===== src/rtl/port_d_nibble_tx.sv =====
// Result-return transmitter: buffers 32-bit result words and serves them to the MCU
// one nibble per request toggle on port_d_out, preceded by a status nibble.
module port_d_nibble_tx #(
   parameter int FIFO_DEPTH  = 4,
   parameter int SYNC_STAGES = 2
) (
   input  logic        clock,
   input  logic        reset,
   input  logic [31:0] word_data,
   input  logic        word_valid,
   output logic        word_ready,
   input  logic        mcu_req,
   input  logic        mcu_abort,
   output logic [3:0]  port_d_out
);

   localparam int             PTR_W     = (FIFO_DEPTH > 1) ? $clog2(FIFO_DEPTH) : 1;
   localparam logic [PTR_W-1:0] PTR_LAST = PTR_W'(FIFO_DEPTH - 1);
   localparam logic [2:0]     DEPTH_CNT = 3'(FIFO_DEPTH);
   localparam logic [1:0]     PRIME_CYCLES = 2'd3;

   typedef enum logic {
      ST_STATUS,
      ST_DATA
   } state_t;

   // ------------------------------------------------------------------
   // MCU input synchronizers and advance detection
   // ------------------------------------------------------------------
   logic [SYNC_STAGES-1:0] req_sync;
   logic                   req_ref;
   logic [SYNC_STAGES-1:0] abort_sync;
   logic [1:0]             prime_cnt;
   logic                   priming;
   logic                   abort_s;
   logic                   advance;

   // NOTE: sequential state uses non-blocking assignments so every flop samples
   // the pre-edge values of its neighbours; blocking here would collapse the chain.
   always_ff @(posedge clock) begin
      if (reset) begin
         req_sync   <= '0;
         req_ref    <= 1'b0;
         abort_sync <= '0;
         prime_cnt  <= PRIME_CYCLES;
      end else begin
         req_sync[0]   <= mcu_req;
         abort_sync[0] <= mcu_abort;
         for (int i = 1; i < SYNC_STAGES; i++) begin
            req_sync[i]   <= req_sync[i-1];
            abort_sync[i] <= abort_sync[i-1];
         end
         req_ref <= req_sync[SYNC_STAGES-1];
         if (prime_cnt != 2'd0)
            prime_cnt <= prime_cnt - 2'd1;
      end
   end

   assign priming = (prime_cnt != 2'd0);
   assign abort_s = abort_sync[SYNC_STAGES-1];
   // The edge reference tracks unconditionally, so masked toggles are consumed silently.
   assign advance = (req_sync[SYNC_STAGES-1] ^ req_ref) && !priming && !abort_s;

   // ------------------------------------------------------------------
   // Result word FIFO
   // ------------------------------------------------------------------
   logic [31:0]      fifo_mem [FIFO_DEPTH];
   logic [PTR_W-1:0] wr_ptr;
   logic [PTR_W-1:0] rd_ptr;
   logic [2:0]       count;
   logic             push;
   logic             pop;
   logic [31:0]      head_word;

   // Readiness depends only on registered occupancy, so a same-cycle pop never frees a slot.
   assign word_ready = !priming && (count < DEPTH_CNT);
   assign push       = word_valid && word_ready;
   assign head_word  = fifo_mem[rd_ptr];

   // NOTE: the storage array has no reset; pointers and count define validity,
   // and leaving the data unreset lets it map onto plain registers or RAM.
   always_ff @(posedge clock) begin
      if (push)
         fifo_mem[wr_ptr] <= word_data;
   end

   always_ff @(posedge clock) begin
      if (reset) begin
         wr_ptr <= '0;
         rd_ptr <= '0;
         count  <= 3'd0;
      end else begin
         if (push)
            wr_ptr <= (wr_ptr == PTR_LAST) ? '0 : wr_ptr + 1'b1;
         if (pop)
            rd_ptr <= (rd_ptr == PTR_LAST) ? '0 : rd_ptr + 1'b1;
         case ({push, pop})
            2'b10:   count <= count + 3'd1;
            2'b01:   count <= count - 3'd1;
            default: count <= count;
         endcase
      end
   end

   // ------------------------------------------------------------------
   // Transmit FSM
   // ------------------------------------------------------------------
   state_t      state, state_n;
   logic [31:0] shift_reg, shift_n;
   logic [2:0]  nib_cnt, nib_n;
   logic [3:0]  out_n;
   logic [3:0]  status_nib;

   assign status_nib = {count != 3'd0, count};

   // NOTE: every output of this block gets a default first; a path that skipped
   // an assignment would otherwise infer a latch.
   always_comb begin
      state_n = state;
      shift_n = shift_reg;
      nib_n   = nib_cnt;
      out_n   = port_d_out;
      pop     = 1'b0;

      if (abort_s) begin
         state_n = ST_STATUS;
         out_n   = status_nib;
      end else if (advance) begin
         case (state)
            ST_STATUS: begin
               // Only the displayed nonempty bit decides; the MCU acts on what it read.
               if (port_d_out[3]) begin
                  pop     = 1'b1;
                  shift_n = head_word;
                  out_n   = head_word[31:28];
                  nib_n   = 3'd0;
                  state_n = ST_DATA;
               end else begin
                  out_n = status_nib;
               end
            end
            ST_DATA: begin
               if (nib_cnt != 3'd7) begin
                  shift_n = shift_reg << 4;
                  out_n   = shift_reg[27:24];
                  nib_n   = nib_cnt + 3'd1;
               end else begin
                  state_n = ST_STATUS;
                  out_n   = status_nib;
               end
            end
            default: begin
               state_n = ST_STATUS;
               out_n   = status_nib;
            end
         endcase
      end
   end

   always_ff @(posedge clock) begin
      if (reset) begin
         state      <= ST_STATUS;
         shift_reg  <= 32'h0;
         nib_cnt    <= 3'd0;
         port_d_out <= 4'h0;
      end else begin
         state      <= state_n;
         shift_reg  <= shift_n;
         nib_cnt    <= nib_n;
         port_d_out <= out_n;
      end
   end

endmodule


===== config.mk =====
export PLATFORM = sky130hd
export DESIGN_NAME = port_d_nibble_tx
export DESIGN_NICKNAME = d
export VERILOG_FILES = /design/src/rtl/port_d_nibble_tx.sv
export SDC_FILE = /design/constraint.sdc
export NUM_CORES = 1
export LEC_CHECK = 0
export ABC_AREA = 1
export CAP_MARGIN = 5
export CORE_ASPECT_RATIO = 0.5
export CORE_MARGIN = 2
export CORE_UTILIZATION = 40
export CTS_BUF_LIST = sky130_fd_sc_hd__clkbuf_4 sky130_fd_sc_hd__clkbuf_8
export DETAILED_ROUTE_END_ITERATION = 12
export PLACE_DENSITY = 0.56
export SETUP_SLACK_MARGIN = 0.5
export SYNTH_ARGS = -nofsm -noshare
export SYNTH_HDL_FRONTEND = slang
export SYNTH_SLANG_ARGS = --single-unit

===== constraint.sdc =====
create_clock -name clock -period 8.5 [get_ports clock]
set_input_delay 1.275 -clock clock [delete_from_list [all_inputs] [get_ports clock]]
set_output_delay 1.275 -clock clock [all_outputs]
set_load 0.03 [all_outputs]

**Yosys cells after proc, flatten, opt, wreduce, memory -nomap -nowiden**

Memories as Yosys holds them, arrays and structs flattened. A register that Yosys moved wholly into a read port is not among the register bits.
Cells that the tools add are included.

- Add/subtract/negate cells: 6
- Order comparisons: 1
- Eq/ne operators: 7
- Muxes and demuxes: 24
- Bitwise operators: 3
- Reductions and logical operators: 12

Operator list:

| operator | count |
|---|---|
| $mux 28 | 2 |
| $pmux 28 s2 | 1 |
| $mux 4 | 4 |
| $pmux 3 s2 | 2 |
| $mux 2 | 4 |
| $pmux 4 s2 | 1 |
| $mux 1 | 7 |
| $add 3x1->3 const B | 2 |
| $eq 2x2->1 const B | 3 |
| $mux 3 | 2 |
| $reduce_bool 2->1 | 3 |
| $add 2x1->2 const B | 2 |
| $logic_and 1x1->1 | 4 |
| $reduce_and 4->1 | 1 |
| $lt 3x3->1 const B | 1 |
| $ne 3x3->1 const B | 1 |
| $reduce_bool 3->1 | 1 |
| $sub 3x1->3 const B | 1 |
| $eq 2x1->1 const B | 1 |
| $logic_not 1->1 | 2 |
| $ne 2x1->1 const B | 1 |
| $ne 2x2->1 const B | 1 |
| $not 1->1 | 2 |
| $pmux 1 s2 | 1 |
| 3 further kinds | 3 |

- Register bits: 50
- Memory bits (writable): 128
- Output and inout port bits: 5
- Word-level logic and storage cells: 65
- Memories kept: 1

Memories:

| name | depth | bits a word | read ports | clocked after memory_dff | wr ports | RTL line | RTL |
|---|---|---|---|---|---|---|---|
| fifo_mem | 4 | 32 | 1 | 1 | 1 | 67 | `logic [31:0] fifo_mem [FIFO_DEPTH];` |

**Logic depth before layout (Yosys ltp)**

- Depth after elaboration: 8
- Depth in mapped cells: 12
- Depth with buffers taken out: 11

**Worst setup path after synthesis**

OpenSTA, ideal clock, no wires.

- Path type: input to register
- Start: input port word_valid
- End: memory fifo_mem[0][0], enable pin
- Setup time: 0.421 ns
- Data arrival time: 2.845 ns
- Setup slack: 5.234 ns
- Stages on the path: 2
- Path buffers: 0
- Cell sequence: nand2_1 nor2_1

- Word-level cells in the longest chain between the ends: 3

RTL lines:

| what | RTL line | RTL |
|---|---|---|
| from (decl) | 10 | `input logic word_valid,` |
| $logic_and 1x1->1 | 77 | `assign push = word_valid && word_ready;` |
| $mux 1 | 83 | `if (push)` |
| $mux 1 (not written as such) | 84 | `fifo_mem[wr_ptr] <= word_data;` |
| to (decl) | 67 |  |

No other way between the ends.

**Worst setup path after layout**

- Start: register prime_cnt[0]
- End: output port word_ready

- Word-level cells in the longest chain between the ends: 3

RTL lines:

| what | RTL line | RTL |
|---|---|---|
| from (decl) | 33 | `logic [1:0] prime_cnt;` |
| from (signal assigned) | 55 | `prime_cnt <= prime_cnt - 2'd1;` |
| $reduce_bool 2->1 | 59 | `assign priming = (prime_cnt != 2'd0);` |
| $logic_not 1->1 | 76 | `assign word_ready = !priming && (count < DEPTH_CNT);` |
| $logic_and 1x1->1 | 76 |  |
| to (decl) | 11 | `output logic word_ready,` |

No other way between the ends.

==> impl_metrics.ini <==
[cts]
clockRootBuffer = clkbuf_8
tritoncts = yes
post_cts.repair.setup_buffers = 0
numCtsBuffers = 17
htree_levels = 4
numClockSinks = 180
ctsHoldBuffers = 0
cts_resized = 0
clk_pin_slew_worst_paths_ns = 0.10
clock_latency_ns = 0.45
clockBufferDepth = 2

[route]
drtIter0Drc = 266
wire_per_inst_um = 15.44
drc_errors = 2
first_pass_iters = 8
post_drt_via_cell_ratio = 4.887
num_vias = 4701
ant_nets = 0
routed_wl_um = 14860

[power_and_ir_drop]
vdd_drop_max_mv = 0.1048
p_sw_share_pct = 23.76
power_frac_seq_pct = 61.2
cellLeakagePower_nw = 2.892
p_total_mw = 1.557
switching_power_uw = 370.0
combPwrFrac_pct = 3.6
power.density_nw_per_um2 = 190.2
intPower_mw = 1.187
clkPwrFrac_pct = 35.2

[sta]
finalCritPeriodShare_pct = 39.04
worst-slew-pin-transition_ns = 1.118
rsz0062_at_grt = false
finalMaxSlewViolations = 0
tns_ns = 0
max_freq_ghz = 0.3014
fin_crit_ns = 3.318
hold_ws_ns = 0.4096
relSlewSlack_pct = 25.44
hold_violations = 0
setup-violations-final = 0
finClkSkew_ns = 0.01518

[synth]
syn-cell-area_um2 = 7242
yosysWarnings = 0
yosysSeqAreaShare_pct = 67.45
synth_seq_cells = 180
synthCells = 688
synth.largest_area_cell = edfxtp_1
synth_nets = 735
synth_top_area_share_pct = 53.08
syn_area_per_cell_um2 = 10.53
synth_area_leaders = edfxtp_1, dfxtp_1, a21oi_1
synth_cell_types = 23

[floorplanning]
io_pins = 42
die_height_um = 99.15
core_area_um2 = 17570
fp.dieW_um = 194.3
rows = 34
dieArea_um2 = 19260
start_util_pct = 41.22

[layout]
layout.nets = 762
fillers = 1633
area_growth_syn_to_layout_pct = 13.08
drive_gt1_share_pct = 7.005
largest_reg_flops = 128
final_util_pct = 46.61
antennaDiodeCount = 0

[grt]
grt_pass1_vias = 4702
grt_pass1_wl_um = 24740
grt_max_degree = 90
grt.overflow.total = 0
track_usage_pct = 16.59
antenna_found_initial = 0

[status]
outcome = finished with violations
violations = design-rule violations

[critical_path]
crit_top_cell = inv_1
cp_max_fo = 7
crit_chain = inv_1, ha_1, inv_1, nor2_1, clkdlybuf4s50_1
path_buf_inv = 3
path_class = reg2out
required_ns = 7.22
cpLargestDelayFamily = buffers and inverters
cp-start-kind = flop
cp-end-kind = output pin
critPathSlowestCell = clkdlybuf4s50_1
slowest_delay_ns = 0.70
cp_data_arrival_time_ns = 2.04

[hold_path]
min_path_type = reg2reg

[placed_design]
port_buffers = 41
dp_hpwl_um = 8646
globalplace.congestion = 0.7483

[job]
cap_violations = 0
==> area by class of cell <==
type                            count  area [µm²]  area share [%]
Sequential cell                   180        4887           59.68
Tap cell                          234       292.8           3.575
Inverter                           62       235.2           2.872
Clock buffer                       17       234.0           2.857
Clock inverter                     15       138.9           1.696
Timing Repair Buffer               46       447.9           5.470
Multi-Input combinational cell    408        1953           23.85
==> worst min-delay path, cell delays in order (launching register included) <==
cell and delay [ns]:
dfxtp_1 0.31, inv_1 0.04, nor2_1 0.03
==> placed cells by master (no fill, tap or decap) <==
cell type	count
buf_4	5
clkinvlp_4	3
inv_4	1
nand2_2	2
a211oi_1	1
edfxtp_1	128
dfxtp_1	50
inv_8	3
inv_1	58
nor2_1	59
nand2_4	1
fa_1	1
clkdlybuf4s50_1	41
nor2_4	5
clkinv_4	3
a21oi_1	115
ha_1	9
clkbuf_8	17
clkinv_1	1
clkinv_8	1
o21ai_0	59
nand3_1	26
clkinv_2	1
dfxtp_2	2
inv_6	4
nand2_1	118
o21ai_1	11
nand4_2	1
inv_2	2
==> cell usage after synthesis <==
master      n
inv_2       2
a21oi_1   115
a211oi_1    1
buf_6       6
fa_1        1
nand2_1   118
buf_1       2
edfxtp_1  128
inv_1      58
o21ai_1    11
dfxtp_1    52
ha_1        9
nand4_2     1
o21ai_0    59
nand3_1    26
nor2_1     63
clkbuf_1   21
nor2_4      1
nand2_4     1
buf_2       9
nand2_2     2
inv_4       1
clkinv_1    1
==> cells by family (layout without fill, tap and decap cells) <==
family | count (synthesis) | in the layout | share of synthesized area [%]
AND/OR/NAND/NOR | 212 | 212 | 11.83
AO/OA/AOI/OAI | 186 | 186 | 12.89
flip-flops | 180 | 180 | 67.45
buffers and inverters | 100 | 140 | 5.995
adder cells (fa/ha/maj) | 10 | 10 | 1.831
==> power by group through the flow <==
stage	logic [mW]	clock network, mW	registers [mW]
after global placement	0.0555	0	0.973
after CTS	0.0576	0.568	0.953
after global routing	0.0641	0.600	0.954
final	0.0563	0.548	0.953
after detailed placement	0.0574	0	0.973
after floorplan	0.0234	0	0.973
==> per-layer routing <==
metal,vias up,routed length [µm],track usage [%]
li1,2397,-,-
met1,2234,7636,23.04
met2,58,6670,27.03
met3,12,435,3.628
met4,0,114,3.728
met5,-,0,0
==> stage by stage <==
step                      std cells  setup WS [ns]  cell area (µm²)
after global placement          930          5.044             7816
after CTS                       962          5.134             8189
after global routing            962          5.028             8189
after detailed placement        930          5.025             7816
after floorplan                 688          5.234             7242
final                           962          5.182             8189
==> final timing paths <==
kind / startpoint / to / slack, ns / depth (start not counted)
max reg2reg: state$_SDFFE_PP0N_ / shift_reg[15]$_SDFFE_PP0P_ / 5.65 / 8
min: req_sync[0]$_SDFF_PP0_ / req_sync[1]$_SDFF_PP0_ / 0.41 / 2
max: prime_cnt[0]$_SDFFE_PP1P_ / word_ready / 5.18 / 5
min reg2reg: req_sync[0]$_SDFF_PP0_ / req_sync[1]$_SDFF_PP0_ / 0.41 / 2
No activity file was read; power rests on OpenSTA's default activity.
